==> config.mk <==
export PLATFORM = sky130hd
export DESIGN_NAME = vga_sync_gen
export DESIGN_NICKNAME = d
export VERILOG_FILES = /design/src/rtl/vga_timing_pkg.sv /design/src/rtl/pixel_tick_gen.sv /design/src/rtl/vga_sync_gen.sv
export SDC_FILE = /design/constraint.sdc
export NUM_CORES = 1
export LEC_CHECK = 0
export BUFFER_PORTS_ARGS = -buffer_cell sky130_fd_sc_hd__buf_2
export CAP_MARGIN = 20
export CELL_PAD_IN_SITES_DETAIL_PLACEMENT = 1
export CELL_PAD_IN_SITES_GLOBAL_PLACEMENT = 2
export CORE_MARGIN = 4
export CORE_UTILIZATION = 36
export CTS_CLUSTER_DIAMETER = 200
export DETAILED_ROUTE_END_ITERATION = 10
export GPL_TIMING_DRIVEN = 0
export PLACE_DENSITY_LB_ADDON = 0.1
export SYNTH_ARGS = -nofsm -noshare
export SYNTH_HDL_FRONTEND = slang
export SYNTH_SLANG_ARGS = --single-unit
export TNS_END_PERCENT = 30
==> constraint.sdc <==
create_clock -name clk -period 4.76 [get_ports clk]
set_clock_uncertainty 0.05 [all_clocks]
set_input_delay 0.476 -clock clk [delete_from_list [all_inputs] [get_ports clk]]
set_output_delay 0.476 -clock clk [all_outputs]
set_load 0.01 [all_outputs]
==> src/rtl/vga_timing_pkg.sv <==
// rtl/vga_timing_pkg.sv - shared 640x480@60 timing constants and sync decode helper
package vga_timing_pkg;

  // Counter width shared by x/y and the page displays.
  localparam int COUNT_W = 10;

  // Pixel clock divider default: 100 MHz system clock down to 25 MHz.
  localparam int CLK_DIV_DEF = 4;

  // Horizontal timing in pixels.
  localparam int H_DISPLAY_DEF = 640;
  localparam int H_FRONT_DEF   = 16;
  localparam int H_SYNC_DEF    = 96;
  localparam int H_BACK_DEF    = 48;
  localparam int H_TOTAL       = H_DISPLAY_DEF + H_FRONT_DEF + H_SYNC_DEF + H_BACK_DEF;

  // Vertical timing in lines.
  localparam int V_DISPLAY_DEF = 480;
  localparam int V_FRONT_DEF   = 10;
  localparam int V_SYNC_DEF    = 2;
  localparam int V_BACK_DEF    = 33;
  localparam int V_TOTAL       = V_DISPLAY_DEF + V_FRONT_DEF + V_SYNC_DEF + V_BACK_DEF;

  // Monitor expects negative-going sync pulses at this mode.
  localparam logic SYNC_ACTIVE_DEF = 1'b0;

  // Text grid used by the page displays.
  localparam int CHAR_W = 8;
  localparam int CHAR_H = 16;

  // Sync level for a counter value: active inside [start, stop), idle elsewhere.
  function automatic logic sync_level(input logic [COUNT_W-1:0] cnt,
                                      input logic [COUNT_W-1:0] start,
                                      input logic [COUNT_W-1:0] stop,
                                      input logic               active);
    return ((cnt >= start) && (cnt < stop)) ? active : ~active;
  endfunction

endpackage

==> src/rtl/pixel_tick_gen.sv <==
// rtl/pixel_tick_gen.sv - divides clk down to a one-cycle pixel tick
module pixel_tick_gen #(
  parameter int CLK_DIV = 4
) (
  input  logic clk,
  input  logic reset,
  output logic p_tick
);

  localparam int DIV_W = (CLK_DIV > 2) ? $clog2(CLK_DIV) : 1;
  localparam logic [DIV_W-1:0] DIV_LAST = DIV_W'(CLK_DIV - 1);

  logic [DIV_W-1:0] div_cnt;

  // Free-running divider; values past the last step (never reached normally) also wrap to 0.
  always_ff @(posedge clk or posedge reset) begin
    if (reset) begin
      div_cnt <= '0;
    end else if (div_cnt >= DIV_LAST) begin
      div_cnt <= '0;
    end else begin
      div_cnt <= div_cnt + 1'b1;
    end
  end

  // Tick is a decode of the register, so it is low while reset holds div_cnt at 0.
  assign p_tick = (div_cnt == DIV_LAST);

endmodule

==> src/rtl/vga_sync_gen.sv <==
// rtl/vga_sync_gen.sv - pixel/line counters and sync generation for the page displays
module vga_sync_gen
  import vga_timing_pkg::*;
#(
  parameter int   CLK_DIV     = CLK_DIV_DEF,
  parameter int   H_DISPLAY   = H_DISPLAY_DEF,
  parameter int   H_FRONT     = H_FRONT_DEF,
  parameter int   H_SYNC      = H_SYNC_DEF,
  parameter int   H_BACK      = H_BACK_DEF,
  parameter int   V_DISPLAY   = V_DISPLAY_DEF,
  parameter int   V_FRONT     = V_FRONT_DEF,
  parameter int   V_SYNC      = V_SYNC_DEF,
  parameter int   V_BACK      = V_BACK_DEF,
  parameter logic SYNC_ACTIVE = SYNC_ACTIVE_DEF
) (
  input  logic       clk,
  input  logic       reset,
  output logic       p_tick,
  output logic       video_on,
  output logic       hsync,
  output logic       vsync,
  output logic [9:0] x,
  output logic [9:0] y,
  output logic       frame_start
);

  localparam int H_TOT = H_DISPLAY + H_FRONT + H_SYNC + H_BACK;
  localparam int V_TOT = V_DISPLAY + V_FRONT + V_SYNC + V_BACK;

  localparam logic [COUNT_W-1:0] H_LAST   = COUNT_W'(H_TOT - 1);
  localparam logic [COUNT_W-1:0] V_LAST   = COUNT_W'(V_TOT - 1);
  localparam logic [COUNT_W-1:0] H_VIS    = COUNT_W'(H_DISPLAY);
  localparam logic [COUNT_W-1:0] V_VIS    = COUNT_W'(V_DISPLAY);
  localparam logic [COUNT_W-1:0] HS_START = COUNT_W'(H_DISPLAY + H_FRONT);
  localparam logic [COUNT_W-1:0] HS_STOP  = COUNT_W'(H_DISPLAY + H_FRONT + H_SYNC);
  localparam logic [COUNT_W-1:0] VS_START = COUNT_W'(V_DISPLAY + V_FRONT);
  localparam logic [COUNT_W-1:0] VS_STOP  = COUNT_W'(V_DISPLAY + V_FRONT + V_SYNC);

  logic [COUNT_W-1:0] h_count;
  logic [COUNT_W-1:0] v_count;
  logic [COUNT_W-1:0] h_next;
  logic [COUNT_W-1:0] v_next;
  logic               h_end;
  logic               v_end;

  pixel_tick_gen #(
    .CLK_DIV (CLK_DIV)
  ) u_tick (
    .clk    (clk),
    .reset  (reset),
    .p_tick (p_tick)
  );

  // Next counter values; out-of-range values count as "end" so they fall back to 0.
  always_comb begin
    h_end  = (h_count >= H_LAST);
    v_end  = (v_count >= V_LAST);
    h_next = h_count;
    v_next = v_count;
    if (p_tick) begin
      h_next = h_end ? '0 : h_count + 1'b1;
      if (h_end) begin
        v_next = v_end ? '0 : v_count + 1'b1;
      end
    end
  end

  // Counters plus syncs decoded from the next counts, so hsync/vsync line up with x/y.
  always_ff @(posedge clk or posedge reset) begin
    if (reset) begin
      h_count     <= '0;
      v_count     <= '0;
      hsync       <= ~SYNC_ACTIVE;
      vsync       <= ~SYNC_ACTIVE;
      frame_start <= 1'b0;
    end else begin
      h_count     <= h_next;
      v_count     <= v_next;
      hsync       <= sync_level(h_next, HS_START, HS_STOP, SYNC_ACTIVE);
      vsync       <= sync_level(v_next, VS_START, VS_STOP, SYNC_ACTIVE);
      frame_start <= p_tick && h_end && v_end;
    end
  end

  assign x        = h_count;
  assign y        = v_count;
  assign video_on = (h_count < H_VIS) && (v_count < V_VIS);

endmodule
==> flow_metrics.tcl <==
set metrics [dict create \
    synth_cells 158 \
    ys_seq_area_share_pct 42.0 \
    place.gp.congestion 0.846 \
    tightestPinTransition_ps 568 \
    antenna_found_initial 0 \
    cts_buffers 3 \
    slew_headroom_pct 62.1 \
    fmax_mhz 440 \
    netlist_area_um2 1490 \
    cp-end-kind "flip-flop" \
    crit_chain "ha_1 > clkbuf_1 > nand3_1 > a21o_1 > or3_1 > a32oi_1 > nand4_1" \
    drv_slew 0 \
    reg2reg_depth 7 \
    synth_top_cell_by_area "dfrtp_1" \
    yosys-top-cells-area "dfrtp_1, nand2_1, nand3_1" \
    hold_viol 0 \
    finalCriticalPeriod_ps 2270 \
    port_buffers 26 \
    grt-ovfl-total 0 \
    post_route_cells_drive_above_1_share_pct 24.3 \
    worstPathArrival_ps 2420 \
    critical_path_class "flip-flop to flip-flop" \
    worst_path_largest_cell_delay_ps 380 \
    regToRegStartpoint "u_tick.div_cnt[0]" \
    avgViaCountPerCell 5.68 \
    setup_violations 0 \
    synth_edf_count 0 \
    rsz0062_at_grt "false" \
    drc 0 \
    drtIter0Drc 55 \
    die_w_um 72.4 \
    r2r_slack_ps 2490 \
    timing.final.crit_share_pct 47.8 \
    die_area_um2 5240 \
    ir_drop_mv 0.129 \
    cts_tree "built" \
    synthTopCellsByCount "dfrtp_1, nand2_1, nand3_1, o21ai_0, nor2_1" \
    yosys.area.top_type_share_pct 38.5 \
    cp.buffers_inverters 1 \
    grt_pass1_wl_um 6610 \
    crit_start "u_tick.div_cnt[0]" \
    grt_pass1_vias 1428 \
    synthToLayoutAreaGrowth_pct 17.8 \
    vias 1358 \
    wire_per_inst_um 16.4 \
    hold_path.class "primary input to async pin" \
    cp_max_fo 9 \
    multi_input_area_um2 817 \
    drt_wl_total_um 3920 \
    cts.sinks 25 \
    grt_max_degree 26 \
    coreArea_um2 4000 \
    fin_nets 196 \
    diodes 0 \
    n_fill_cell 475 \
    row_count 23 \
    track_usage_pct 16.1 \
    r2r-end "vsync" \
    synthArstFlopShare_pct 100 \
    synth_ff_type "dfrtp_1" \
    worstPathRequired_ps 4910 \
    ant_nets 0 \
    critPathTopFamily "simple AND/OR/NAND/NOR gates" \
    die_y_um 72.4 \
    synth.avg_cell_area_um2 9.46 \
    drv_cap 0 \
    root_buffer "clkbuf_8" \
    synth_nets 164 \
    clk_latency_ps 280 \
    hold_ws_ps 185 \
    clock_path_buffers 2 \
    status "finished clean" \
    start_util_pct 37.3 \
    pin_count 27 \
    hpwl_um 2890 \
    clk_pin_slew_ps 100 \
    yosys_warnings 0 \
    power_per_cell_area_nw_per_um2 200 \
    finalSetupTns_ps 0 \
    leakage_uw 0.000725 \
    regArea_um2 628 \
    dr.pass1.iters 4 \
    start_kind "flip-flop" \
    critPathSlowestCell "or3_1" \
    yosysMostFrequentCell "dfrtp_1" \
    ys_seq_elements 25 \
    cts_resized 0 \
    ys_types 46 \
    post-cts-setup-buffers 0 \
    ctsHoldBuffers 0 \
    htree_levels 1 \
]
## cell families (layout without fill, tap and decap cells)
kind of cell | after synthesis | after routing | share of synthesized area [%]
XOR/XNOR | 4 | 4 | 2.35
flip-flops | 25 | 25 | 42.0
AND/OR/NAND/NOR | 64 | 64 | 25.0
AO/OA/AOI/OAI | 48 | 48 | 23.4
adder cells (fa/ha/maj) | 4 | 4 | 3.35
buffers and inverters | 12 | 43 | 3.27
multiplexers | 1 | 1 | 0.670
## per-stage QoR
step	area (um^2)	std cells	power (uW)	setup slack [ps]	util, %
final	1760	239	353	2490	44.0
after global routing	1760	239	370	2270	44.0
after CTS	1730	238	352	2480	43.3
after detailed placement	1690	234	222	2490	42.2
after global placement	1690	234	221	2500	42.2
after floorplan	1490	158	220	2750	-
## metal layers
| metal | share of wire [%] | vias to the layer above | routed length [um] | GRT usage (%) |
|---|---|---|---|---|
| met3 | 2.8 | 6 | 111 | 2.35 |
| met5 | 0 | - | 0 | 0 |
| li1 | - | 650 | - | - |
| met4 | 1.9 | 0 | 73 | 6.15 |
| met2 | 51 | 25 | 2010 | 28.8 |
| met1 | 44 | 677 | 1720 | 19.3 |
## power by group
part           switching (uW)  total (uW)  internal, uW
clock network            74.4         133          58.8
registers                   0         212           212
logic                    4.88        7.49          2.60
total                    79.3         353           274
## layout make-up
cell class                 instances  area share, %
multi-input combinational        121           46.4
sequential                        25           35.7
timing repair buffer              27           8.96
tap                               50           3.55
clock buffer                       3           2.35
inverter                           7           1.49
buffer                             5           1.28
clock inverter                     1          0.284
## sequential cells by signal, indices dropped and copies added (netlist names)
| signal | cells |
|---|---|
| frame_start | 1 |
| vsync | 1 |
| x | 10 |
| y | 10 |
| u_tick.div_cnt | 2 |
| hsync | 1 |
## how the worst max path moves through the flow
| stage | cells past startpoint | to | slack, ps |
|---|---|---|---|
| floorplan | 7 | vsync | 2750 |
| global placement | 7 | vsync | 2500 |
| detailed placement | 7 | vsync | 2490 |
| CTS | 7 | vsync | 2480 |
| global route | 7 | vsync | 2270 |
| finish | 7 | vsync | 2490 |
## cells in the final DEF (no fill, tap or decap), types with 3 or more instances in the layout
master    netlist  final
o21ai_0        11     11
clkbuf_8        0      3
nand3_1        11     11
ha_1            4      4
o22ai_1         3      3
nor2_1         10     10
nand4_1         5      5
o31ai_1         5      5
nor3_1          3      3
xnor2_1         3      3
inv_1           7      7
nand2_1        15     15
dfrtp_1        23     23
nor3b_1         3      3
o211ai_1        5      5
buf_2           3     29
a21oi_1         7      7
nand2b_1        4      4
Note: power is estimated with default switching activity, not from simulation.
